[src/rtl/frac_lutk_cfg_if.sv]
// Configuration port bundle for frac_lutk_cfg: word-wide valid/ready transfer
// channel plus load control and status. The cfg_parity wire exists only when
// FRAC_LUT_CFG_PARITY_EN is defined.
interface frac_lutk_cfg_if #(
   parameter int WORD = 8
);
   logic            cfg_start;
   logic            cfg_valid;
   logic            cfg_ready;
   logic [WORD-1:0] cfg_data;
   logic            cfg_last;
   logic            cfg_done;
   logic            cfg_err;
`ifdef FRAC_LUT_CFG_PARITY_EN
   logic            cfg_parity;

   modport master (
      output cfg_start, cfg_valid, cfg_data, cfg_last, cfg_parity,
      input  cfg_ready, cfg_done, cfg_err
   );
   modport slave (
      input  cfg_start, cfg_valid, cfg_data, cfg_last, cfg_parity,
      output cfg_ready, cfg_done, cfg_err
   );
`else
   modport master (
      output cfg_start, cfg_valid, cfg_data, cfg_last,
      input  cfg_ready, cfg_done, cfg_err
   );
   modport slave (
      input  cfg_start, cfg_valid, cfg_data, cfg_last,
      output cfg_ready, cfg_done, cfg_err
   );
`endif
endinterface

[src/rtl/frac_lutk_cfg.sv]
// Fracturable K-input LUT with its own truth-table SRAM, loaded word by word
// through a small loader FSM (IDLE/LOAD/DONE/ERR). Drives one K-input, two
// (K-1)-input and four (K-2)-input outputs; all of them read 0 until a load
// has completed cleanly, so a partial truth table never reaches the fabric.
// Optional feature macro: FRAC_LUT_CFG_PARITY_EN adds an even-parity check
// on every configuration word.
// Legal parameters: K in 4..8, WORD a divisor of 2**K.
module frac_lutk_cfg #(
   parameter int K    = 6,
   parameter int WORD = 8
) (
   input  logic                prog_clk,
   input  logic                pReset,
   frac_lutk_cfg_if.slave      cfg,
   input  logic [K-1:0]        in,
   input  logic [1:0]          mode,
   output logic [3:0]          lutk2_out,
   output logic [1:0]          lutk1_out,
   output logic                lutk_out
);
   localparam int NUM_BITS  = 2 ** K;
   localparam int NUM_WORDS = NUM_BITS / WORD;
   localparam int CNT_W     = (NUM_WORDS > 1) ? $clog2(NUM_WORDS) : 1;
   localparam logic [CNT_W-1:0] LAST_CNT = CNT_W'(NUM_WORDS - 1);

   typedef enum logic [1:0] {IDLE, LOAD, DONE, ERR} state_t;

   state_t              state;
   logic [CNT_W-1:0]    word_cnt;
   logic [NUM_BITS-1:0] sram;
   logic                ready_q;
   logic                done_q;
   logic                err_q;
   logic                par_err;
   logic [K-1:0]        sel;

   assign cfg.cfg_ready = ready_q;
   assign cfg.cfg_done  = done_q;
   assign cfg.cfg_err   = err_q;

`ifdef FRAC_LUT_CFG_PARITY_EN
   // Even parity over data plus parity bit; a set result flags a corrupt word.
   assign par_err = ^{cfg.cfg_data, cfg.cfg_parity};
`else
   assign par_err = 1'b0;
`endif

   // Loader FSM: start has top priority, then parity, then framing on cfg_last.
   // Status outputs are registered alongside the state they describe.
   always_ff @(posedge prog_clk or posedge pReset) begin
      if (pReset) begin
         state    <= IDLE;
         word_cnt <= '0;
         // NOTE: the truth-table SRAM is reset too, so a tile never powers up
         // holding random logic; the output gating alone would hide it, but a
         // cleared array keeps restarts and debug deterministic.
         sram     <= '0;
         ready_q  <= 1'b0;
         done_q   <= 1'b0;
         err_q    <= 1'b0;
      end else if (cfg.cfg_start) begin
         // NOTE: non-blocking assignments keep every register update here
         // order-independent; blocking would make later lines see new values.
         state    <= LOAD;
         word_cnt <= '0;
         ready_q  <= 1'b1;
         done_q   <= 1'b0;
         err_q    <= 1'b0;
      end else if (state == LOAD && cfg.cfg_valid) begin
         if (par_err) begin
            // Corrupt word: leave SRAM and count untouched.
            state   <= ERR;
            ready_q <= 1'b0;
            err_q   <= 1'b1;
         end else begin
            sram[int'(word_cnt) * WORD +: WORD] <= cfg.cfg_data;
            if (word_cnt == LAST_CNT) begin
               // Final slot: the load must end here, cleanly or not.
               ready_q <= 1'b0;
               if (cfg.cfg_last) begin
                  state  <= DONE;
                  done_q <= 1'b1;
               end else begin
                  state  <= ERR;
                  err_q  <= 1'b1;
               end
            end else if (cfg.cfg_last) begin
               // Early end of frame: the word is kept, the load is not.
               state    <= ERR;
               ready_q  <= 1'b0;
               err_q    <= 1'b1;
               word_cnt <= word_cnt + 1'b1;
            end else begin
               word_cnt <= word_cnt + 1'b1;
            end
         end
      end
   end

   // Effective select: the fracture mode bits force the two top selects high.
   always_comb begin
      // NOTE: every always_comb output gets a default first so no path can
      // leave it unassigned and infer a latch.
      sel      = in;
      sel[K-2] = in[K-2] | mode[0];
      sel[K-1] = in[K-1] | mode[1];
   end

   // Truth-table read, gated so only a completely loaded table is visible.
   always_comb begin
      lutk_out  = 1'b0;
      lutk1_out = '0;
      lutk2_out = '0;
      if (state == DONE) begin
         lutk_out = sram[sel];
         for (int i = 0; i < 2; i++)
            lutk1_out[i] = sram[i * (2 ** (K-1)) + int'(sel[K-2:0])];
         for (int i = 0; i < 4; i++)
            lutk2_out[i] = sram[i * (2 ** (K-2)) + int'(sel[K-3:0])];
      end
   end
endmodule

[src/flat_wrapper.sv]
// flat-port wrapper written by rule: the top's interface ports become plain ports
module frac_lutk_cfg_flat 
#(
   parameter int K    = 6,
   parameter int WORD = 8
)
  (prog_clk, pReset, in, mode, lutk2_out, lutk1_out, lutk_out, cfg_cfg_start, cfg_cfg_valid, cfg_cfg_data, cfg_cfg_last, cfg_cfg_ready, cfg_cfg_done, cfg_cfg_err);
  frac_lutk_cfg_if #(.WORD(WORD)) cfg_i ();
  input  logic prog_clk;
  input  logic pReset;
  input  logic [K-1:0] in;
  input  logic [1:0] mode;
  output logic [3:0] lutk2_out;
  output logic [1:0] lutk1_out;
  output logic lutk_out;
  input wire logic [$bits(cfg_i.cfg_start)-1:0] cfg_cfg_start;
  input wire logic [$bits(cfg_i.cfg_valid)-1:0] cfg_cfg_valid;
  input wire logic [$bits(cfg_i.cfg_data)-1:0] cfg_cfg_data;
  input wire logic [$bits(cfg_i.cfg_last)-1:0] cfg_cfg_last;
  output wire logic [$bits(cfg_i.cfg_ready)-1:0] cfg_cfg_ready;
  output wire logic [$bits(cfg_i.cfg_done)-1:0] cfg_cfg_done;
  output wire logic [$bits(cfg_i.cfg_err)-1:0] cfg_cfg_err;
  assign cfg_i.cfg_start = cfg_cfg_start;
  assign cfg_i.cfg_valid = cfg_cfg_valid;
  assign cfg_i.cfg_data = cfg_cfg_data;
  assign cfg_i.cfg_last = cfg_cfg_last;
  assign cfg_cfg_ready = cfg_i.cfg_ready;
  assign cfg_cfg_done = cfg_i.cfg_done;
  assign cfg_cfg_err = cfg_i.cfg_err;
  frac_lutk_cfg #(.K(K), .WORD(WORD)) u_core (.prog_clk(prog_clk), .pReset(pReset), .cfg(cfg_i), .in(in), .mode(mode), .lutk2_out(lutk2_out), .lutk1_out(lutk1_out), .lutk_out(lutk_out));
endmodule
[config.mk]
export PLATFORM = sky130hd
export DESIGN_NAME = frac_lutk_cfg_flat
export DESIGN_NICKNAME = d
export VERILOG_FILES = /design/src/rtl/frac_lutk_cfg_if.sv /design/src/rtl/frac_lutk_cfg.sv /design/src/flat_wrapper.sv
export SDC_FILE = /design/constraint.sdc
export NUM_CORES = 1
export LEC_CHECK = 0
export CORE_ASPECT_RATIO = 1.4
export CORE_UTILIZATION = 35
export CTS_CLUSTER_DIAMETER = 40
export DETAILED_ROUTE_END_ITERATION = 8
export GPL_TIMING_DRIVEN = 0
export SLEW_MARGIN = 15
export SYNTH_ARGS = -nofsm -noshare
export SYNTH_HDL_FRONTEND = slang
export SYNTH_SLANG_ARGS = --single-unit
export TNS_END_PERCENT = 1
[constraint.sdc]
create_clock -name prog_clk -period 2.47 [get_ports prog_clk]
set_clock_uncertainty 0.15 [all_clocks]
set_input_delay 0.3705 -clock prog_clk [delete_from_list [all_inputs] [get_ports prog_clk]]
set_output_delay 0.3705 -clock prog_clk [all_outputs]
set_load 0.02 [all_outputs]
==> results of run 1 <==
-- per-layer routing --
layer	vias up	track usage [%]	routed length, um
met5	-	0	0
met2	45	31.6	4520
met1	1275	20.9	3660
met3	15	3.86	252
li1	1209	-	-
met4	0	8.71	208
-- stage by stage --
stage,cell area [um^2],cells
floorplan,3610,314
global placement,4070,478
detailed placement,4100,479
CTS,4490,495
global route,4530,495
finish,4530,495
-- cells by family after synthesis --
kind of cell	share of synthesized area [%]
flops	49.9
buf+inv	3.05
compound gates	10.9
xor+xnor	0.485
mux	20.7
fa+ha+maj	1.73
simple gates	13.2
-- cell usage in the layout, fill, tap and decap left out, types with 6 or more instances in the layout --
cell,instances
mux2i_1,7
and2_1,8
dfrtp_1,72
o31ai_1,16
a21oi_1,7
mux4_2,10
clkbuf_16,9
nand2_1,50
buf_2,6
mux2_1,32
nor2_1,16
clkdlybuf4s50_1,18
o21ai_1,18
-- cell type report --
class / instances / area, um^2
fillers: 914 / 5420
multi-input cells: 220 / 1820
flip-flops and latches: 72 / 1800
repair buffers: 31 / 320
clock buffers: 9 / 225
well taps: 135 / 169
plain buffers: 14 / 111
clock inverters: 7 / 58.8
inverters: 7 / 28.8
-- flip-flops by register name (all words and copies together) (netlist names) --
register and count:
u_core.cfg.cfg_err 1, u_core.cfg.cfg_done 1, u_core.cfg.cfg_ready 1, u_core.word_cnt 3, u_core.state 2, u_core.sram 64
-- timing repair --
action / CTS / global route
setup endpoints to repair: 39 / 58
resized for setup: 68 / 10
endpoints found under the hold margin: 0 / 0
pin swaps: 7 / 5
cloned: 1 / 0
-- worst register-to-register path: cells and delay by family (launching register included) --
family / cells / cell delay [ns]
fa+ha+maj: 1 / 0.29
compound gates: 1 / 0.19
buf+inv: 5 / 0.86
flops: 1 / 0.34
simple gates: 3 / 0.54
-- path summary, 6_finish.rpt --
kind / from / endpoint / slack (ns)
max: u_core.sram[5]$_DFFE_PP0P_ / lutk_out / -0.18
min: pReset / u_core.sram[11]$_DFFE_PP0P_ / 0.21
max reg2reg: u_core.word_cnt[0]$_DFFE_PP0P_ / u_core.sram[57]$_DFFE_PP0P_ / -0.01
min reg2reg: u_core.sram[28]$_DFFE_PP0P_ / u_core.sram[28]$_DFFE_PP0P_ / 0.33
max in group asynchronous: pReset / u_core.sram[36]$_DFFE_PP0P_ / 1.41
min in group prog_clk: cfg_cfg_start / u_core.cfg.cfg_err$_DFFE_PP0P_ / 0.27
-- power groups by stage --
stage                     clock, mW  sequential, mW  combinational, mW
after global placement            0            1.34              0.403
after detailed placement          0            1.34              0.419
after global routing           1.32            1.33              0.504
after CTS                      1.27            1.32              0.458
after floorplan                   0            1.33              0.281
final                          1.25            1.32              0.463
==> flow_metrics.py, run 1 <==
metrics = {
    "outcome": {
        "status": "finished, violations left",
        "violations": "setup timing",
    },
    "hold_path": {
        "hold_class": "in -> async",
    },
    "timing": {
        "period_needed_ns": 2.65,
        "fin_tns_setup_ns": -0.248,
        "setup_viol": 6,
        "tightest_slew_ns": 0.630,
        "whs_ns": 0.205,
        "timing.final.max_slew_violations": 0,
        "period_share_pct": 107,
        "hold_violations": 0,
        "rsz0062_at_grt": "true",
        "relSlewSlack_pct": 57.8,
        "layout_setup_ws_ns": -0.183,
        "fmax_ghz": 0.377,
    },
    "clock_network": {
        "cts_buffer_depth": 2,
        "cts_buffers": 9,
        "root_buffer": "clkbuf_16",
        "tritoncts": "done",
        "cts.sinks": 72,
        "cts-htree-levels": 3,
        "cts_setup_buffers": 0,
        "clk_latency_ns": 0.34,
        "clkTransAtPathRegs_ns": 0.06,
        "hold_buffers": 0,
    },
    "run": {
        "cap_viol_max_count": 0,
    },
    "yosys": {
        "syn-instance-count": 314,
        "netlist_top_cells_area": "dfrtp_1 50%, mux2_1 10%, nand2_1 5.3%",
        "yosys-top-cells-count": "72 x dfrtp_1, 51 x nand2_1, 32 x mux2_1, 19 x o21ai_1",
        "ys_ff_latch": 72,
        "synth_edf_count": 0,
        "postSynthAreaPerCell_um2": 11.5,
        "ys_warn_count": 0,
        "synth.top_cell.area_share_pct": 49.9,
        "async_flop_share_pct": 100,
        "synth_nets": 340,
        "yosysSeqAreaShare_pct": 49.9,
        "syn-cell-area_um2": 3610,
        "synth.most_common_cell": "dfrtp_1",
        "synth_cell_types": 44,
        "synth_top_area_cell": "dfrtp_1",
        "synth-main-ff-cell": "dfrtp_1",
    },
    "layout": {
        "layout.nets": 381,
        "drive_above_1_share_pct": 20.6,
        "n_antenna_cell": 0,
        "syn2layout_area_growth_pct": 25.4,
        "fin_util_pct": 45.5,
    },
    "grt": {
        "grt_max_degree": 50,
        "gr-usage-all-layers_pct": 18.2,
        "first_global_vias": 2704,
        "grt.overflow.total": 0,
        "grt_pass1_wl_mm": 14.2,
        "antenna_found_initial": 0,
    },
    "detailed_routing": {
        "routed_wl_mm": 8.64,
        "via_count": 2544,
        "via_per_inst": 5.14,
        "drt_iter0_markers": 90,
        "drt_pass1_iterations": 4,
        "wl_per_cell_um": 17.4,
        "drc": 0,
        "ant_nets": 0,
    },
    "worst_setup_path": {
        "critPathMaxStageDelay_ns": 0.51,
        "slowest_stage": "mux4_2",
        "end_kind": "primary output",
        "cpLargestDelayFamily": "multiplexers",
        "cp_max_fo": 2,
        "crit_required_ns": 1.95,
        "worstRegToRegCells": 10,
        "crit_buf_inv": 1,
        "worst_setup_path_start_kind": "flop",
        "cp_num_cells": 7,
        "crit_chain": "mux4_2 -> a22oi_2 -> nand3_2 -> mux2i_2 -> or4_1 -> o31ai_2 -> buf_4",
        "crit_type": "reg -> out",
        "cp.arrival_ns": 2.13,
    },
    "power_and_ir_drop": {
        "p_per_area_nw_per_um2": 670,
        "ir_drop_v": 0.000336,
        "internal-power_mw": 2.18,
        "p_sw_share_pct": 28.1,
        "p_leak_nw": 1.97,
        "power_frac_seq_pct": 43.6,
        "pwr-share-clk_pct": 41.2,
        "combPwrFrac_pct": 15.2,
        "p_switching_uw": 853,
        "total_power_mw": 3.04,
    },
    "floorplan": {
        "pin_count": 31,
        "core_area_um2": 9950,
        "die_w_um": 87.9,
        "rows": 43,
        "start_util_pct": 36.3,
        "dieHeight_um": 122,
        "dieArea_um2": 10700,
    },
    "placed_design": {
        "io_buffers": 29,
        "gp_congestion": 0.812,
        "hpwlAfterDp_mm": 6.26,
        "dp_slack_ns": -1.13,
    },
}
Note: power is estimated with default switching activity, not from simulation.
==> inputs of run 2 (changes only) <==
--- a/config.mk
+++ b/config.mk
@@ -10,6 +10,7 @@
 export CTS_CLUSTER_DIAMETER = 40
 export DETAILED_ROUTE_END_ITERATION = 8
 export GPL_TIMING_DRIVEN = 0
+export RECOVER_POWER = 100
 export SLEW_MARGIN = 15
 export SYNTH_ARGS = -nofsm -noshare
 export SYNTH_HDL_FRONTEND = slang
==> flow_metrics.py, run 2 (synthesis results as in run 1) <==
metrics = {
    "worst_setup_path": {
        "cpLargestDelayFamily": "multiplexers",
        "slowest_stage": "mux4_2",
        "cp.arrival_ns": 2.13,
        "cp_num_cells": 7,
        "critPathMaxStageDelay_ns": 0.51,
        "critPathLaunch": "u_core.sram[5]$_DFFE_PP0P_",
        "crit_required_ns": 1.95,
        "crit_chain": "mux4_2 -> a22oi_2 -> nand3_2 -> mux2i_2 -> or4_1 -> o31ai_2 -> buf_4",
        "worstRegToRegCells": 10,
        "worst_setup_path_start_kind": "flop",
        "cp_max_fo": 2,
        "r2r-start": "u_core.word_cnt[0]$_DFFE_PP0P_",
        "crit_buf_inv": 1,
        "crit_type": "reg -> out",
        "end_kind": "primary output",
    },
    "clock_network": {
        "clk_latency_ns": 0.34,
        "cts_setup_buffers": 0,
        "cts.sinks": 72,
        "clkTransAtPathRegs_ns": 0.06,
        "root_buffer": "clkbuf_16",
        "cts_buffers": 9,
        "tritoncts": "done",
        "cts-htree-levels": 3,
        "cts_buffer_depth": 2,
    },
    "power_and_ir_drop": {
        "power_frac_seq_pct": 43.8,
        "combPwrFrac_pct": 14.9,
        "p_switching_uw": 849,
        "internal-power_mw": 2.17,
        "p_per_area_nw_per_um2": 672,
        "total_power_mw": 3.02,
        "p_leak_nw": 1.97,
        "p_sw_share_pct": 28.1,
        "pwr-share-clk_pct": 41.3,
        "ir_drop_v": 0.000332,
    },
    "timing": {
        "hold_violations": 0,
        "relSlewSlack_pct": 26.7,
        "period_needed_ns": 2.65,
        "timing.final.max_slew_violations": 0,
        "tightest_slew_ns": 1.09,
        "fin_tns_setup_ns": -0.651,
        "layout_setup_ws_ns": -0.179,
        "period_share_pct": 107,
        "setup_viol": 14,
        "rsz0062_at_grt": "true",
        "fmax_ghz": 0.378,
    },
    "placed_design": {
        "io_buffers": 29,
        "placedCellCount": 479,
        "placed_cell_area_um2": 4100,
        "gp_congestion": 0.812,
        "hpwlAfterDp_mm": 6.26,
    },
    "layout": {
        "fill_cells": 916,
        "final_cell_mix": "72 x dfrtp_1, 50 x nand2_1, 32 x mux2_1",
        "layout.nets": 381,
        "post-route-cell-area_um2": 4490,
        "n_antenna_cell": 0,
        "syn2layout_area_growth_pct": 24.4,
        "largest_register_ffs": 64,
        "top_register": "u_core.sram",
        "fin_cells": 495,
        "layout_commonest_cell": "dfrtp_1",
        "biggestRegsByFlops": "u_core.sram x64, u_core.word_cnt x3, u_core.state x2",
        "multi_input_area_um2": 1800,
        "fin_util_pct": 45.1,
        "drive_above_1_share_pct": 20.3,
        "regArea_um2": 1800,
    },
    "grt": {
        "antenna_found_initial": 0,
        "gr-usage-all-layers_pct": 18.2,
        "grt_pass1_wl_mm": 14.2,
        "first_global_vias": 2704,
        "grt.overflow.total": 0,
        "grt_max_degree": 50,
    },
    "outcome": {
        "violations": "setup timing",
        "status": "finished, violations left",
    },
    "floorplan": {
        "start_util_pct": 36.3,
        "die_w_um": 87.9,
        "rows": 43,
        "dieArea_um2": 10700,
        "dieHeight_um": 122,
        "core_area_um2": 9950,
        "pin_count": 31,
    },
    "hold_path": {
        "hold_class": "in -> reg",
        "holdCritStartpoint": "cfg_cfg_start",
        "holdPathStages": 2,
    },
    "detailed_routing": {
        "via_count": 2561,
        "drt_iter0_markers": 77,
        "via_per_inst": 5.17,
        "routed_wl_mm": 8.66,
        "wl_per_cell_um": 17.5,
        "ant_nets": 0,
        "drc": 0,
        "drt_pass1_iterations": 4,
    },
    "run": {
        "cap_viol_max_count": 0,
    },
}
run 2: final timing paths:
| path | end | slack, ns |
|---|---|---|
| min in group asynchronous | u_core.sram[11]$_DFFE_PP0P_ | 0.54 |
| max in group asynchronous | u_core.sram[36]$_DFFE_PP0P_ | 0.37 |
| hold / removal | u_core.cfg.cfg_err$_DFFE_PP0P_ | 0.27 |
| hold reg to reg | u_core.sram[11]$_DFFE_PP0P_ | 0.33 |
| setup reg to reg | u_core.sram[56]$_DFFE_PP0P_ | -0.08 |
| setup / recovery | lutk_out | -0.18 |
run 2: worst reg2reg max path: cells and delay by family (launching register included):
family	cells	cell delay, ns
compound gates	1	0.19
fa+ha+maj	2	0.58
buf+inv	4	0.65
flops	1	0.34
simple gates	3	0.51
run 2: per-stage QoR:
step | hold WS, ns | worst slack, ns
2_1_floorplan | 0.290 | 0.0956
3_3_place_gp | 0.301 | -1.12
3_5_place_dp | 0.312 | -1.13
4_1_cts | 0.209 | -0.174
5_1_grt | 0.319 | -0.280
6_report | 0.273 | -0.179
run 2: timing repair:
| action | CTS | global route |
|---|---|---|
| resized for setup | 68 | 10 |
| setup endpoints to repair | 39 | 58 |
| cloned | 1 | 0 |
| hold buffers | 0 | 0 |
| pin swaps | 7 | 5 |
run 2: layout make-up:
| cell class | instances | area share (%) |
|---|---|---|
| buffer | 14 | 2.48 |
| tap | 135 | 3.76 |
| clock buffer | 9 | 5.01 |
| clock inverter | 7 | 1.31 |
| timing repair buffer | 31 | 6.68 |
| multi-input combinational | 220 | 40.0 |
| inverter | 7 | 0.613 |
| sequential | 72 | 40.1 |
run 2: routing by layer:
| metal | global-route usage (%) | vias up | wire, um |
|---|---|---|---|
| met3 | 3.86 | 15 | 279 |
| met1 | 20.9 | 1279 | 3640 |
| met2 | 31.6 | 57 | 4530 |
| met4 | 8.71 | 0 | 208 |
| li1 | - | 1210 | - |
| met5 | 0 | - | 0 |
run 2: power by group through the flow:
stage	sequential, mW	clock [mW]	combinational [mW]
6_report	1.32	1.25	0.449
5_1_grt	1.33	1.32	0.488
4_1_cts	1.32	1.27	0.458
3_5_place_dp	1.34	0	0.419
3_3_place_gp	1.34	0	0.403
2_1_floorplan	1.33	0	0.281
